[src/rtl/control_rampa_pwm.sv]
// Soft-start/soft-stop ramp for a PWM duty code: steps the duty one code per DIV_PASO clocks
// toward a clamped target, with a latched emergency stop.
module control_rampa_pwm #(
  parameter int unsigned DIV_PASO = 50000,
  parameter int unsigned VEL_MAX  = 10
) (
  input  logic       clk,
  input  logic       rst_n,
  input  logic       habilitar,
  input  logic [3:0] velocidad_objetivo,
  input  logic       paro,
  output logic [3:0] velocidad,
  output logic [1:0] estado,
  output logic       en_objetivo,
  output logic       ocupado,
  output logic       falla
);

  localparam int unsigned CntW = (DIV_PASO > 1) ? $clog2(DIV_PASO) : 1;
  localparam logic [CntW-1:0] CntMax = CntW'(DIV_PASO - 1);
  localparam logic [3:0] VelMax = 4'(VEL_MAX);

  typedef enum logic [1:0] {
    StReposo   = 2'b00,
    StSubiendo = 2'b01,
    StEstable  = 2'b10,
    StBajando  = 2'b11
  } estado_t;

  estado_t         estado_q, estado_d;
  logic [3:0]      vel_q, vel_d;
  logic [CntW-1:0] cuenta_q, cuenta_d;
  logic            falla_q, falla_d;
  logic [3:0]      objetivo;
  logic            paso;

  always_comb begin
    objetivo = 4'd0;
    if (habilitar && !falla_q) begin
      objetivo = (velocidad_objetivo > VelMax) ? VelMax : velocidad_objetivo;
    end
  end

  assign paso = (cuenta_q == CntMax);

  always_comb begin
    vel_d    = vel_q;
    cuenta_d = paso ? '0 : cuenta_q + CntW'(1);
    falla_d  = falla_q;
    estado_d = estado_q;

    // Idle with nothing to do: keep the step grid parked so a new ramp gets a full first step.
    if (estado_q == StReposo && objetivo == 4'd0) begin
      cuenta_d = '0;
    end

    if (paso) begin
      if (vel_q < objetivo) begin
        vel_d = vel_q + 4'd1;
      end else if (vel_q > objetivo) begin
        vel_d = vel_q - 4'd1;
      end
    end

    if (vel_d < objetivo) begin
      estado_d = StSubiendo;
    end else if (vel_d > objetivo) begin
      estado_d = StBajando;
    end else if (vel_d == 4'd0) begin
      estado_d = StReposo;
    end else begin
      estado_d = StEstable;
    end

    if (!habilitar) begin
      falla_d = 1'b0;
    end

    // Emergency stop wins over everything else on the same edge.
    if (paro) begin
      vel_d    = 4'd0;
      cuenta_d = '0;
      falla_d  = 1'b1;
      estado_d = StReposo;
    end
  end

  always_ff @(posedge clk or negedge rst_n) begin
    if (!rst_n) begin
      vel_q    <= 4'd0;
      cuenta_q <= '0;
      falla_q  <= 1'b0;
      estado_q <= StReposo;
    end else begin
      vel_q    <= vel_d;
      cuenta_q <= cuenta_d;
      falla_q  <= falla_d;
      estado_q <= estado_d;
    end
  end

  assign velocidad   = vel_q;
  assign estado      = estado_q;
  assign falla       = falla_q;
  assign en_objetivo = (estado_q == StEstable);
  assign ocupado     = (estado_q == StSubiendo) || (estado_q == StBajando);

endmodule
[config.mk]
export PLATFORM = sky130hd
export DESIGN_NAME = control_rampa_pwm
export DESIGN_NICKNAME = d
export VERILOG_FILES = /design/src/rtl/control_rampa_pwm.sv
export SDC_FILE = /design/constraint.sdc
export NUM_CORES = 1
export LEC_CHECK = 0
export ABC_CLOCK_PERIOD_IN_PS = 3200
export BUFFER_PORTS_ARGS = -buffer_cell sky130_fd_sc_hd__clkbuf_2
export CAP_MARGIN = 30
export CORE_UTILIZATION = 40
export CTS_CLUSTER_SIZE = 16
export DETAILED_ROUTE_END_ITERATION = 6
export SLEW_MARGIN = 25
export SYNTH_ARGS = -nofsm -noshare
export SYNTH_HDL_FRONTEND = slang
export SYNTH_SLANG_ARGS = --single-unit
[constraint.sdc]
create_clock -name clk -period 3.2 [get_ports clk]
set_input_delay 0.64 -clock clk [delete_from_list [all_inputs] [get_ports clk]]
set_output_delay 0.64 -clock clk [all_outputs]
set_load 0.02 [all_outputs]
==> flow_summary.json <==
{
  "fmax_mhz": 328.5,
  "post_synth_inst_count": 150,
  "fraction_of_layout_instances_using_a_drive_strength_above_1_pct": 24.44,
  "die_width_um": 61.38,
  "post_synthesis_async_set_or_reset_flop_share_pct": 100.0,
  "worst_ir_drop_vdd_v": 0.0002560,
  "timing_max_transition_violations_final": 0,
  "antenna_cells_inserted": 0,
  "worst-slew-pin-transition_ps": 649.2,
  "post-route-min-period_ps": 3044,
  "mostFrequentLayoutCells": "26 x nor2_1, 23 x dfrtp_1, 16 x clkbuf_2",
  "vias_after_detailed_routing": 1155,
  "timing.slew.headroom_pct": 56.32,
  "drcViolationCount": 0,
  "routedWlPerCell_um": 12.95,
  "initial_util_pct": 41.93,
  "cts-htree-levels": 1,
  "critical_path_class": "reg -> reg",
  "portBuffers": 16,
  "cts_root_buf": "clkbuf_4",
  "total_leakage_power_nw": 0.7794,
  "antenna_left": 0,
  "clkTransAtPathRegs_ps": 120,
  "max_cap_violations": 0,
  "critical_path_required_ps": 3430,
  "grt_antenna_before_repair": 0,
  "finalHoldViolations": 0,
  "syn_avg_cell_area_um2": 9.401,
  "post-route-period-util_pct": 95.13,
  "clock_sink_count": 23,
  "global_route_congestion_overflow_total": 0,
  "floorplan.rows": 21,
  "endpoint_kind": "flop",
  "num_ports": 17,
  "finish.cell_count_without_fillers": 226,
  "num-nets-final": 200,
  "number_of_global_route_vias_before_repair": 1129,
  "cts_hold_buffers": 0,
  "synthesized_net_count": 169,
  "crit_path_max_fanout": 5,
  "drt_pre_antenna_iters": 4,
  "vias_per_cell": 5.111,
  "status": "completed",
  "worst_setup_path_start_kind": "flop",
  "worstHoldPathType": "in -> async",
  "pwr-share-seq_pct": 59.8,
  "clockBufferDepth": 2,
  "worstSkewPairLatency_ps": 310,
  "ys_seq_area_share_pct": 40.82,
  "post_synth_instance_area_um2": 1410,
  "finalWirelength_mm": 2.927,
  "area_of_the_die_um2": 3767,
  "clock_skew_ps": 2.102,
  "chip_height_um": 61.38,
  "iteration_0_drc_count_of_the_detailed_router": 56,
  "layout_commonest_cell": "nor2_1",
  "fin_setup_tns_ps": 0,
  "critical_path_arrival_ps": 3280,
  "comb_power_share_pct": 14.1,
  "postSynth.topFlopCell": "dfrtp_1",
  "detailed_place.area_um2": 1624,
  "dp.cells": 221,
  "core_area_um2": 3363,
  "internal-power_mw": 0.3706,
  "ys_seq_elements": 23,
  "gp_congestion": 0.8457,
  "p_total_mw": 0.5023,
  "stdcell_area_um2": 1704,
  "hpwl_mm": 2.237,
  "total_routing_usage_gr_pct": 18.29,
  "netSwitchingFraction_pct": 26.21,
  "timing.reg2reg.setup_slack_ps": 160,
  "synth_cell_types": 34,
  "net-switching-power_mw": 0.1317,
  "timing.final.setup_violations": 0,
  "cts_tree": "built",
  "clockPowerShare_pct": 26.1,
  "grt_max_degree": 24,
  "yosysWarnings": 0,
  "p_per_area_nw_per_um2": 294.7,
  "synth-edff-count": 0,
  "synthToLayoutAreaGrowth_pct": 20.85,
  "filler_cell_count": 335,
  "tritoncts.num_buffers": 3,
  "holdWs_ps": 294.0,
  "grt_first_pass_wirelength_mm": 4.940
}
==> timing repair <==
item	4_1_cts	5_1_grt
buffers inserted	0	1
pin swaps	0	2
resized for setup	1	7
hold endpoints to repair	0	0
gates cloned	0	0
endpoints found under the setup margin	1	1
==> per-stage QoR <==
| step | setup WS, ps | util (%) |
|---|---|---|
| 6_report | 155.8 | 50.67 |
| 5_1_grt | -42.70 | 50.67 |
| 4_1_cts | 68.93 | 49.18 |
| 3_5_place_dp | -319.9 | 48.29 |
| 3_3_place_gp | -300.0 | 48.29 |
| 2_1_floorplan | 21.36 | - |
==> kinds of logic after synthesis <==
kind of cell | count (synthesis) | synth area share [%]
AND/OR/NAND/NOR | 70 | 26.89
flip-flops | 23 | 40.82
AO/OA/AOI/OAI | 20 | 9.405
XOR/XNOR | 17 | 10.56
adder cells (fa/ha/maj) | 11 | 9.760
buffers and inverters | 9 | 2.573
==> cells in the mapped netlist, types with 2 or more instances <==
cell type,number,area [um2]
buf_2,2,10.01
inv_1,6,22.52
xnor2_1,8,70.07
nand2b_1,2,12.51
and3_1,5,31.28
o21ai_0,4,20.02
nand3_1,10,50.05
a21oi_1,7,35.03
dfrtp_1,23,575.6
nand4_1,3,18.77
nor2_1,26,97.59
xor2_1,9,78.83
nor2b_1,6,37.54
ha_1,11,137.6
a21o_1,3,22.52
nand2_1,7,26.28
==> layout make-up <==
class | count | area, um2 | share of cell area (%)
sequential | 23 | 575.6 | 33.77
clock inverter | 1 | 5.005 | 0.2937
clock buffer | 3 | 22.52 | 1.322
tap | 46 | 57.56 | 3.377
inverter | 6 | 22.52 | 1.322
timing repair buffer | 29 | 177.7 | 10.43
multi-input combinational | 118 | 843.3 | 49.49
==> power by group through the flow <==
| stage | sequential (mW) | combinational (mW) | clock, mW |
|---|---|---|---|
| floorplan | 0.309 | 0.0357 | 0 |
| global placement | 0.305 | 0.0662 | 0 |
| detailed placement | 0.305 | 0.0677 | 0 |
| CTS | 0.300 | 0.0681 | 0.139 |
| global route | 0.301 | 0.0800 | 0.145 |
| finish | 0.300 | 0.0710 | 0.131 |
==> critical path, cell delays in order, from the launching register on <==
cell,delay [ps]
dfrtp_1,440
nor2b_4,170
and3_4,210
ha_1,230
and4_4,200
or4_1,400
a21oi_1,130
o21ai_1,110
xor2_1,210
inv_1,100
ha_4,270
a21oi_1,70
or2_2,290
a41oi_2,160
==> state kept, by name (all words and copies together), names as in the netlist <==
signal     count
falla          1
velocidad      4
estado         2
cuenta_q      16
==> path summary, 6_finish.rpt <==
check                               end         from  depth (start not counted)
setup / recovery              estado[1]        falla                         13
hold / removal             cuenta_q[14]        rst_n                          1
setup reg to reg              estado[1]        falla                         13
hold reg to reg             cuenta_q[0]  cuenta_q[0]                          1
max in group asynchronous         falla        rst_n                          1
min in group clk            cuenta_q[0]  cuenta_q[0]                          1
==> per-layer routing <==
| layer | GRT usage [%] | share of wire (%) | vias up |
|---|---|---|---|
| met5 | 0 | 0 | - |
| met4 | 8.889 | 1.8 | 0 |
| met3 | 1.261 | 1.2 | 4 |
| met2 | 32.92 | 52 | 7 |
| li1 | - | - | 587 |
| met1 | 22.19 | 45 | 557 |
Power figures use the tool's default switching activity.
